===== src/rtl/pause_arbiter.sv =====
// pause_arbiter: single owner of the game core's pause line on clk_sys.
// It merges three pause sources:
//   - the user pause-button toggle;
//   - OSD-open pause;
//   - hiscore RAM-access requests, handled with a request/grant handshake.
// A hiscore grant is issued only after the CPU has been held paused for SETTLE_CYCLES.
// It also raises a screen-dim flag after a long user pause.
// Optional feature macro: PAUSE_DIM_EN. When it is undefined, the dim counter
// is not built and dim_video is held at 0.
module pause_arbiter #(
  parameter int SETTLE_CYCLES = 4,
  parameter int DIM_TIMEOUT   = 120000000,
  parameter int TIMER_W       = 32
) (
  input  logic clk_sys,
  input  logic reset,
  input  logic pause_btn,
  input  logic osd_open,
  input  logic osd_pause_en,
  input  logic hs_req,
  output logic hs_grant,
  output logic cpu_pause,
  output logic user_paused,
  output logic dim_video
);

  typedef enum logic [1:0] {
    RUN       = 2'd0,
    HALT_WAIT = 2'd1,
    GRANTED   = 2'd2,
    RELEASE   = 2'd3
  } state_e;

  localparam logic [7:0] SETTLE_LAST = 8'(SETTLE_CYCLES - 1);

  state_e     state_q, state_d;
  logic [7:0] settle_q, settle_d;
  logic       grant_q;
  logic       btn_q;
  logic       user_q;

  // Button edge detector and user toggle; btn_q resets high so a held button cannot toggle
  always_ff @(posedge clk_sys or posedge reset) begin
    if (reset) begin
      btn_q  <= 1'b1;
      user_q <= 1'b0;
    end else begin
      btn_q <= pause_btn;
      if (pause_btn && !btn_q) begin
        user_q <= ~user_q;
      end
    end
  end

  // Hiscore handshake next-state: hold the CPU, wait out the settle time, grant, then release
  always_comb begin
    state_d  = state_q;
    settle_d = settle_q;
    case (state_q)
      RUN: begin
        if (hs_req) begin
          state_d  = HALT_WAIT;
          settle_d = 8'd0;
        end
      end
      HALT_WAIT: begin
        settle_d = settle_q + 8'd1;
        if (!hs_req) begin
          state_d = RUN;
        end else if (settle_q == SETTLE_LAST) begin
          state_d = GRANTED;
        end
      end
      GRANTED: begin
        if (!hs_req) begin
          state_d = RELEASE;
        end
      end
      RELEASE: begin
        state_d = RUN;
      end
      default: begin
        state_d = RUN;
      end
    endcase
  end

  // Hiscore state, settle counter and registered grant
  always_ff @(posedge clk_sys or posedge reset) begin
    if (reset) begin
      state_q  <= RUN;
      settle_q <= 8'd0;
      grant_q  <= 1'b0;
    end else begin
      state_q  <= state_d;
      settle_q <= settle_d;
      grant_q  <= (state_d == GRANTED);
    end
  end

  assign hs_grant    = grant_q;
  assign user_paused = user_q;
  assign cpu_pause   = user_q | (osd_open & osd_pause_en) | (state_q != RUN);

`ifdef PAUSE_DIM_EN
  localparam logic [TIMER_W-1:0] DIM_LIMIT = TIMER_W'(DIM_TIMEOUT);

  logic [TIMER_W-1:0] dim_cnt_q, dim_cnt_d;
  logic               dim_q, dim_d;

  // Dim counter counts user-pause time, saturating at the timeout; it clears as soon as the user unpauses
  always_comb begin
    dim_cnt_d = dim_cnt_q;
    dim_d     = user_q && (dim_cnt_q >= DIM_LIMIT);
    if (!user_q) begin
      dim_cnt_d = '0;
    end else if (dim_cnt_q < DIM_LIMIT) begin
      dim_cnt_d = dim_cnt_q + 1'b1;
    end
  end

  // Dim counter and dim flag registers
  always_ff @(posedge clk_sys or posedge reset) begin
    if (reset) begin
      dim_cnt_q <= '0;
      dim_q     <= 1'b0;
    end else begin
      dim_cnt_q <= dim_cnt_d;
      dim_q     <= dim_d;
    end
  end

  assign dim_video = dim_q;
`else
  // This build has no dim logic. The expression below is constant 0; it only references the timer parameters.
  assign dim_video = (TIMER_W < 1) && (DIM_TIMEOUT < 0);
`endif

endmodule


===== config.mk =====
export PLATFORM = sky130hd
export DESIGN_NAME = pause_arbiter
export DESIGN_NICKNAME = d
export VERILOG_FILES = /design/src/rtl/pause_arbiter.sv
export SDC_FILE = /design/constraint.sdc
export NUM_CORES = 1
export LEC_CHECK = 0
export CELL_PAD_IN_SITES_DETAIL_PLACEMENT = 2
export CELL_PAD_IN_SITES_GLOBAL_PLACEMENT = 2
export CORE_UTILIZATION = 35
export CTS_BUF_LIST = sky130_fd_sc_hd__clkbuf_8
export DETAILED_ROUTE_END_ITERATION = 7
export PLACE_DENSITY = 0.8
export SLEW_MARGIN = 30
export SYNTH_ARGS = -nofsm -noshare
export SYNTH_HDL_FRONTEND = slang
export SYNTH_SLANG_ARGS = --single-unit

===== constraint.sdc =====
create_clock -name clk_sys -period 1.7 [get_ports clk_sys]
set_input_delay 0.425 -clock clk_sys [delete_from_list [all_inputs] [get_ports clk_sys]]
set_output_delay 0.425 -clock clk_sys [all_outputs]
set_load 0.02 [all_outputs]

* Word-level counts from Yosys, hierarchy flattened *
Index checks and enable logic that the tools add are counted.

cells by class
  eq/ne operators = 6
  muxes and demuxes = 7
  add/subtract/negate cells = 1
  bitwise gates (word level) = 4
  reductions and logical operators = 6

operator list
  cell                   number
  $pmux W8 S2            1
  $add A8 B1 Y8 const B  1
  $eq A8 B2 Y1 const B   1
  $mux W2                4
  $mux W8                1
  $pmux W2 S4            1
  $eq A2 B2 Y1 const B   3
  $reduce_bool A2 Y1     2
  $eq A2 B1 Y1 const B   1
  $logic_not A2 Y1       1
  $ne A2 B2 Y1 const B   1
  $or A1 B1 Y1           2
  $reduce_and A2 Y1      1
  $and A1 B1 Y1          1
  $logic_and A1 B1 Y1    1
  $logic_not A1 Y1       1
  $not A1 Y1             1

word-level totals
  input bits = 6
  logic and storage cells = 29
  bits in registers = 13
  output and inout port bits = 4

* Longest topological paths before layout *
  depth after elaboration = 5
  depth in mapped cells = 4
  gate-level depth less buffers = 4

* Worst setup path after synthesis *
OpenSTA, ideal clock, no wires.

  kind = flip-flop to output port
  from = register state_q[0]
  to = output port cpu_pause
  arrival = 0.950 ns
  setup slack = 0.325 ns
  stages on the path, launching flop included = 3
  data required time = 1.275 ns
  cell sequence = dfrtp_1 > buf_2 > a2111o_1

between the ends
  cells in the longest elaborated chain, start to end = 2

RTL lines
  what                    line  RTL
  from (decl)             36    state_e state_q, state_d;
  from (signal assigned)  95    state_q <= state_d;
  $reduce_bool A2 Y1      103   assign cpu_pause = user_q | (osd_open & osd_pause_en) | (state_q != RUN);
  $or A1 B1 Y1            103
  to (decl)               22    output logic cpu_pause,

No other way between the ends.

* Final worst setup path *
  from = input port osd_pause_en
  to = output port cpu_pause

between the ends
  cells in the longest elaborated chain, start to end = 3

RTL lines
  what                        line  RTL
  from (decl)                 19    input logic osd_pause_en,
  $and A1 B1 Y1               103
  $or A1 B1 Y1 (2 in series)  103

No other way between the ends.

==> out/results.ini <==
[place]
detailed_place_hpwl_mm = 1.27
preCtsSetupSlack_ps = -508
place_area_um2 = 811
io_buffers = 8
finalWeightedCongestion = 0.810
place_inst = 93

[grt]
grt_pass1_vias = 594
grt_pass1_wl_mm = 2.72
grt_overflow = 0
track_usage = 0.196
grt_max_degree = 14
antenna_found_initial = 0

[pwr]
max-vdd-ir-drop_uv = 629
p_clk_frac = 0.221
power_leakage_nw = 0.363
power_density_nw_per_um2 = 1450
switching_share = 0.356
pwr-share-comb = 0.407
p_int_w = 0.000798
pwr-share-seq = 0.372
p_sw_w = 0.000440

[timing]
rsz0062_at_grt = false
fin_skew_ps = 3.94
fin_ws_ps = 65.0
drv_slew = 0
final_hold_viol_count = 0
period_needed_ps = 1640
setup_tns_ps = 0
fmax_mhz = 612
setup_viol = 0
layout_worst_path_cycle_share = 0.962

[clock_tree]
htree_levels = 1
path_clk_slew_ps = 60
clock_sinks = 13
holdBufCountCts = 0
numCtsBuffers = 3
clock_path_buffers = 2
clkLatencyLatePin_ps = 240
post_cts_buffers = 0
cts_tree = built
root_buffer = clkbuf_8

[synthesis]
synth-seq-cells = 13
netlist_top_cells_area = dfrtp_1 44%, mux2_2 5.0%, nand4bb_4 4.1%
yosys.area.top_type = dfrtp_1
synth.most_common_cell = dfrtp_1
netlist_area_um2 = 679
avgSynthCellArea_um2 = 11.7
yosysWarnings = 0
synth_top_area_frac = 0.442
synth_nets = 65
ys_seq_area_frac = 0.481
synth-main-ff-cell = dfrtp_1
yosysUniqueCellTypes = 31
synth_edf_count = 0
synthCells = 58
ys_async_sr_fraction = 1.00
synth_common_cells = 12 x dfrtp_1, 3 x mux2_2, 3 x nand2b_1

[detailed_routing]
num_vias = 529
routedWlPerCell_um = 17.4
ant_nets = 0
first_iter_violations = 8
vias_per_cell = 5.45
first_pass_iters = 3
drc = 0
wirelength_mm = 1.69

[final_layout]
postLayoutCoreUtil = 0.484
mostFrequentLayoutCells = 12 x dfrtp_1, 5 x buf_4, 4 x clkdlybuf4s50_1
area_delta_synth_final_pct = 25.6
final_common_cell = dfrtp_1
design_area_um2 = 853
drive_above_1_share = 0.236
antenna_cells = 0
stdcell_count = 97
nets = 80

[worst_setup_path]
r2r_setup_slack_ps = 170
critical_path_required_ps = 1270
path_max_fanout = 1
crit_type = in2out
worstPathArrival_ps = 1210
worstSetupEndpointType = primary output
worstSetupStartpointType = primary input

[floorplan]
floorplan.initialDensity = 0.385
die_h_um = 46.1
coreArea_um2 = 1760
num_rows = 15
fp.dieW_um = 46.1
io_pins = 10
die_area_um2 = 2120

[min_path]
holdCritPathClass = reg2reg

[run_status]
outcome = completed

[run]
drv_cap = 0

-- per-layer routing --
| metal | track usage | routed length (um) | vias up | part of all wire |
|---|---|---|---|---|
| met1 | 0.222 | 720 | 269 | 0.43 |
| met3 | 0.0471 | 57 | 4 | 0.034 |
| met2 | 0.352 | 898 | 8 | 0.53 |
| met5 | 0 | 0 | - | 0 |
| li1 | - | - | 248 | - |
| met4 | 0.0706 | 15 | 0 | 0.0089 |
-- area by class of cell --
class,count,area (um2)
Clock buffer,3,41.3
Clock inverter,1,3.75
Fill cell,205,911
Inverter,2,7.51
Multi-Input combinational cell,40,328
Sequential cell,13,327
Tap cell,25,31.3
Timing Repair Buffer,13,115
-- power groups by stage --
stage	sequential, W	combinational (W)	clock, W
3_3_place_gp	0.000460	0.000485	0
3_5_place_dp	0.000466	0.000517	0
4_1_cts	0.000463	0.000514	0.000279
2_1_floorplan	0.000466	0.000317	0
6_report	0.000461	0.000503	0.000274
5_1_grt	0.000475	0.000551	0.000301
-- timing repair --
item / in CTS / in global routing
setup endpoints to repair: 2 / 0
resized for setup: 9 / 0
hold endpoints to repair: 0 / 0
-- worst paths after layout --
path / from / end / cells past startpoint
max in group asynchronous: reset / btn_q / 2
worst max register to register: state_q[1] / settle_q[7] / 4
worst min register to register: settle_q[7] / settle_q[7] / 1
worst max-delay path: osd_pause_en / cpu_pause / 3
worst min-delay path: settle_q[7] / settle_q[7] / 1
min in group asynchronous: reset / settle_q[1] / 2
-- registers in the layout (all words and copies together), names as in the netlist --
name	count
btn_q	1
settle_q	8
user_paused	1
state_q	2
hs_grant	1
-- worst max-delay path, cell delays in order --
cell and delay, ps:
dlygate4sd2_1 230, a2111o_1 420, buf_6 140
-- cell families (layout without fill, tap and decap cells) --
family,count (synthesis),after routing,share of synthesized area
buf+inv,5,19,0.0368
xor+xnor,2,2,0.0258
flops,13,13,0.481
fa+ha+maj,1,1,0.0184
compound gates,16,16,0.193
simple gates,17,17,0.190
other cells,1,1,0.00552
mux,3,3,0.0497
-- per-stage QoR --
| step | hold WS [ps] | power, W |
|---|---|---|
| 3_5_place_dp | 492 | 0.000984 |
| 5_1_grt | 512 | 0.00133 |
| 3_3_place_gp | 478 | 0.000945 |
| 6_report | 503 | 0.00124 |
| 2_1_floorplan | 301 | 0.000783 |
| 4_1_cts | 500 | 0.00126 |
No activity file was read; power rests on OpenSTA's default activity.
